## src/rtl/product_accumulator.sv

```systemverilog
// Packet-wise product accumulator with a registered valid/ready result stage.
// Define ACC_SATURATE_EN to clamp the sum on overflow instead of wrapping.
module product_accumulator #(
    parameter int WIDTH     = 4,
    parameter int ACC_WIDTH = 12,
    parameter int CNT_WIDTH = 8
) (
    input  logic                 clk,
    input  logic                 rst,
    input  logic                 clear,
    input  logic                 in_valid,
    output logic                 in_ready,
    input  logic [2*WIDTH-1:0]   in_product,
    input  logic                 in_last,
    output logic                 out_valid,
    input  logic                 out_ready,
    output logic [ACC_WIDTH-1:0] out_sum,
    output logic [CNT_WIDTH-1:0] out_count,
    output logic                 out_overflow
);

    typedef enum logic [1:0] {
        IDLE,
        ACCUM,
        HOLD
    } state_t;

    state_t               state;
    logic [ACC_WIDTH-1:0] acc;
    logic [CNT_WIDTH-1:0] cnt;
    logic                 ovf;

    logic                 accept;
    logic                 pop;
    logic [ACC_WIDTH:0]   sum_full;
    logic                 carry;
    logic [ACC_WIDTH-1:0] acc_nxt;
    logic [CNT_WIDTH-1:0] cnt_nxt;
    logic                 ovf_nxt;

    // A held result may drain and be refilled in the same cycle.
    assign in_ready = (state != HOLD) || out_ready;
    assign accept   = in_valid && in_ready;
    assign pop      = out_valid && out_ready;

    assign sum_full = {1'b0, acc}
                    + {{(ACC_WIDTH+1-2*WIDTH){1'b0}}, in_product};
    assign carry    = sum_full[ACC_WIDTH];
    assign ovf_nxt  = ovf | carry;
    assign cnt_nxt  = (&cnt) ? cnt : cnt + CNT_WIDTH'(1);

`ifdef ACC_SATURATE_EN
    assign acc_nxt = carry ? {ACC_WIDTH{1'b1}}
                           : sum_full[ACC_WIDTH-1:0];
`else
    assign acc_nxt = sum_full[ACC_WIDTH-1:0];
`endif

    always_ff @(posedge clk) begin
        if (rst) begin
            state        <= IDLE;
            acc          <= '0;
            cnt          <= '0;
            ovf          <= 1'b0;
            out_valid    <= 1'b0;
            out_sum      <= '0;
            out_count    <= '0;
            out_overflow <= 1'b0;
        end else begin
            if (pop) begin
                out_valid <= 1'b0;
            end
            // clear discards any beat accepted alongside it
            if (clear) begin
                acc <= '0;
                cnt <= '0;
                ovf <= 1'b0;
                if ((state == ACCUM) || pop) begin
                    state <= IDLE;
                end
            end else if (accept && in_last) begin
                out_sum      <= acc_nxt;
                out_count    <= cnt_nxt;
                out_overflow <= ovf_nxt;
                out_valid    <= 1'b1;
                acc          <= '0;
                cnt          <= '0;
                ovf          <= 1'b0;
                state        <= HOLD;
            end else if (accept) begin
                acc   <= acc_nxt;
                cnt   <= cnt_nxt;
                ovf   <= ovf_nxt;
                state <= ACCUM;
            end else if (pop) begin
                state <= IDLE;
            end
        end
    end

endmodule
```

## config.mk

```make
export PLATFORM = sky130hd
export DESIGN_NAME = product_accumulator
export DESIGN_NICKNAME = d
export VERILOG_FILES = /design/src/rtl/product_accumulator.sv
export SDC_FILE = /design/constraint.sdc
export NUM_CORES = 1
export LEC_CHECK = 0
export ABC_AREA = 1
export CAP_MARGIN = 40
export CORE_AREA = 2 2 81 75
export DETAILED_ROUTE_END_ITERATION = 6
export DIE_AREA = 0 0 83 77
export GPL_TIMING_DRIVEN = 1
export MAX_ROUTING_LAYER = met4
export PLACE_DENSITY = 0.7
export SLEW_MARGIN = 20
export SYNTH_ARGS = -nofsm -noshare
export SYNTH_HDL_FRONTEND = slang
export SYNTH_SLANG_ARGS = --single-unit
```

## constraint.sdc

```tcl
create_clock -name clk -period 1.7 [get_ports clk]
set_input_delay 0.255 -clock clk [delete_from_list [all_inputs] [get_ports clk]]
set_output_delay 0.255 -clock clk [all_outputs]
set_load 0.1 [all_outputs]
```

Word-level counts from Yosys, hierarchy flattened
Cells that the tools add are included.

storage, ports and cells
  register bits after elaboration = 45
  input port bits = 14
  output and inout bits = 23
  logic and storage cells = 34

cells by class
  $add $sub $neg = 2
  eq/ne operators = 3
  mux-type cells = 9
  bitwise operators = 2
  reduce and logical (&&, ||, !) cells = 10

operators with widths
  cell                                                    count
  adder 12 x 8 -> 13 bit                                  1
  2-to-1 mux 2 bit                                        5
  adder 8 x 1 -> 8 bit (second input constant)            1
  2-to-1 mux 8 bit                                        1
  AND reduction 8 bit                                     1
  AND reduction 2 bit                                     2
  nonzero test 4 bit                                      1
  logical AND 1 bit                                       3
  2-to-1 mux 1 bit                                        3
  OR reduction 3 bit                                      1
  == test 2 x 1 -> 1 bit (second input constant)          1
  logical OR 1 bit                                        2
  inequality test 2 x 1 -> 1 bit (second input constant)  1
  inequality test 2 bit (second input constant)           1
  NOT 1 bit                                               1
  OR 1 bit                                                1

Longest topological paths before layout
  depth in word-level cells = 6
  mapped depth = 11

Worst setup path after synthesis
No wires, ideal clock.

  path kind = reg-to-reg
  start = register state[1]
  end = register out_sum[7]
  library setup time = 109 ps
  arrival = 1676 ps
  setup slack = -84 ps
  stages on the path, launching flop included = 10
  cell sequence = dfxtp_1 -> nand3_2 -> nand2_4 -> inv_4 -> nand3_4 -> inv_4 -> buf_6 -> o21a_1 -> nand2_1 -> inv_1

on the way
  longest elaborated chain between the ends = 5

ends and longest elaborated chain
  item                           RTL line  RTL
  from (decl)                    28        state_t state;
  from (signal assigned)         61        state <= IDLE;
  from (signal assigned)         79        state <= IDLE;
  from (signal assigned)         89        state <= HOLD;
  inequality test 2 bit          42        assign in_ready = (state != HOLD) || out_ready;
  logical OR 1 bit               42
  named net in_ready             12        output logic in_ready,
  logical AND 1 bit              43        assign accept = in_valid && in_ready;
  logical AND 1 bit              81        end else if (accept && in_last) begin
  AND reduction 2 bit (no line)  n/a
  to (signal assigned)           82        out_sum <= acc_nxt;
  to (decl)                      17        output logic [ACC_WIDTH-1:0] out_sum,

The timed path passes the listed nets, and every way through them passes these cells.
A chain may end at the register's enable or synchronous reset.

Worst setup path in the final report
  start = register acc[0]
  end = register out_sum[8]

on the way
  longest elaborated chain between the ends = 1

ends and longest elaborated chain
  item                    RTL line  RTL
  from (decl)             29        logic [ACC_WIDTH-1:0] acc;
  from (signal assigned)  91        acc <= acc_nxt;
  adder 12 x 8 -> 13 bit  47        + {{(ACC_WIDTH+1-2*WIDTH){1'b0}}, in_product};

No other way between the ends.

==> results.toml <==
[final_layout]
syn2layout_area_growth_pct = 41.6
nNetsFinal = 428
drive_gt1_frac = 0.227
final_area_um2 = 3450
diodes = 0

[worst_setup_path]
required_ns = 1.90
cp_max_fo = 3
arrival_ns = 1.90
start_kind = "flop"
criticalPathCategory = "reg -> reg"
end_kind = "flop"

[synthesis]
synth_seq_cells = 45
synth_top_area_cell = "dfxtp_1"
synth_cell_types = 31
synth_most_common_cell = "nand2_1"
yosys_warnings = 0
synth_top_family_by_area = "simple AND/OR/NAND/NOR gates"
ys_async_sr_fraction = 0
yosys.area_share.simple = 0.302
synth_compound_area_frac = 0.132
synth-main-ff-cell = "dfxtp_1"
synth_edf_count = 0
synth_top_area_frac = 0.370
postSynthCellCount = 348
synth_xor_area_frac = 0.0252
synthAdderAreaFrac = 0.0544
synth_area_leaders = "dfxtp_1 (37%), nand2_1 (14%), inv_1 (6.9%)"
syn-cell-area_um2 = 2440
synthMuxAreaShare = 0
syn_avg_cell_area_um2 = 7.00
ys_seq_area_frac = 0.370
syn-num-nets = 372
ys_top_cells_by_count = "nand2_1 (91), dfxtp_1 (45), inv_1 (45), nor2_1 (38), nand3_1 (26)"

[pwr]
max-vdd-ir-drop_mv = 0.508
power.switching_mw = 0.810
power_frac_comb = 0.251
totalPowerFinal_mw = 2.61
p_leak_nw = 1.62
p_sw_frac = 0.311
seq_power_share = 0.439
internal_power_mw = 1.80
power_density_nw_per_um2 = 755
clkPwrFrac = 0.311

[global_route]
met3_usage = 0.0377
grt_max_degree = 18
use_met1 = 0.230
grt_pass1_wl_mm = 9.95
grt-ovfl-total = 0
top_usage_layer = "met2"
antenna_found_initial = 0
use_met2 = 0.329
track_usage = 0.191
grt_pass1_vias = 2304

[sta]
period_share = 0.999
tightest_slew_ns = 0.227
rsz0062_at_grt = "true"
fmax_mhz = 589
period_minus_slack_ns = 1.70
fin_skew_ns = 0.00869
slew_headroom = 0.848
hold_violations = 0
setup-violations-final = 0
slew_violations = 0

[detailed_routing]
drc = 0
routed_wl_mm = 5.84
drt_pass1_iterations = 4
ant_nets = 0
viasPerCell = 4.92
drt_iter0_markers = 82
wl_per_cell_um = 12.3
vias = 2337

[run_status]
status = "completed"

[floorplanning]
start_util = 0.438
core_um2 = 5560
die_w_um = 83
row_count = 26
ioPinCount = 37
dieHeight_um = 77
die_area_um2 = 6390

[placement]
dpl.hpwl_mm = 4.33
gp_congestion = 0.884
dpl_cell_area_um2 = 3210
io_buffers = 36

[worst_hold_path]
hp-class = "in -> reg"

[cts]
clkSinkCount = 45
cts_tree = "done"
htree_levels = 2
clockBufferDepth = 2
worstSkewPairLatency_ns = 0.30
path_clk_slew_ns = 0.09
root_buffer = "clkbuf_8"
numCtsBuffers = 5

[flow_run]
maxCapViolCount = 0
==> critical path, cell delays in order, from the launching register on <==
cell	delay (ns)
dfxtp_2	0.34
ha_4	0.16
fa_2	0.37
nand3_2	0.09
nand3_2	0.08
nand2_2	0.10
nand2_4	0.06
xor2_2	0.16
nand2_1	0.11
nand2_1	0.07
inv_1	0.03
==> per-stage QoR <==
stage          std cells  TNS, ns   util  hold WS (ns)  worst slack, ns
2_1_floorplan        348        0      -         0.324           0.0667
3_3_place_gp         466    -5.82  0.577         0.441           -0.412
3_5_place_dp         466    -6.65  0.577         0.452           -0.483
4_1_cts              474  -0.0151  0.603         0.466          -0.0151
5_1_grt              475   -0.226  0.621         0.482          -0.0854
6_report             475        0  0.621         0.442          0.00141
==> power by group through the flow <==
stage	sequential, mW	clock [mW]	combinational (mW)
global placement	1.17	0	0.617
CTS	1.14	0.835	0.635
detailed placement	1.17	0	0.625
finish	1.14	0.810	0.653
floorplan	1.33	0	0.229
global route	1.15	0.870	0.704
==> final timing paths <==
check | endpoint | startpoint | slack [ns] | depth (start not counted)
hold / removal | out_sum[0] | in_product[0] | 0.44 | 4
setup / recovery | out_sum[8] | acc[0] | 0.001 | 10
hold reg to reg | ovf | ovf | 0.47 | 2
setup reg to reg | out_sum[8] | acc[0] | 0.001 | 10
==> kinds of logic (layout without fill, tap and decap cells) <==
logic type | after synthesis | in the layout
compound gates | 55 | 55
xor+xnor | 7 | 7
fa+ha+maj | 10 | 10
buf+inv | 61 | 118
flops | 45 | 45
simple gates | 170 | 170
==> cell type report <==
cell class | instances | area, µm²
inverters | 51 | 196
repair buffers | 59 | 781
well taps | 70 | 87.6
clock buffers | 6 | 72.6
clock inverters | 2 | 38.8
flip-flops and latches | 45 | 902
multi-input cells | 242 | 1370
fillers | 479 | 2110
==> repair_timing <==
item	in CTS	in global routing
setup buffers	0	1
hold buffers	0	0
pin swaps	2	8
resized for setup	7	17
endpoints found under the setup margin	10	18
==> registers in the layout, indices dropped and copies added (netlist names) <==
signal,flops
acc,12
out_sum,12
cnt,8
out_count,8
state,2
out_overflow,1
out_valid,1
ovf,1
==> routing by layer <==
layer	wire [µm]	vias to the layer above
li1	-	1216
met1	2570	1064
met2	2960	40
met3	189	17
met4	118	0
met5	0	-
==> cells in the final DEF (no fill, tap or decap), types with 2 or more instances in the layout <==
cell type         n
nor2_1           37
clkdlybuf4s50_1  11
or2_2             3
nand2_2           3
buf_4            22
nor2_2            3
o21ai_1          12
a21oi_1          19
dlymetal6s2s_1    2
buf_12           24
ha_4              4
clkbuf_8          5
nand3_2           5
nand3_1          23
xor2_2            2
ha_1              4
nand4_1           4
nand2_1          88
a21oi_2           4
o21a_1            6
dfxtp_1          44
o211ai_1          5
nand2_4           2
nand3_4           2
inv_4             2
inv_2             4
inv_1            45
o21ai_0           6
xnor2_1           3
(Power assumes the default switching activity.)
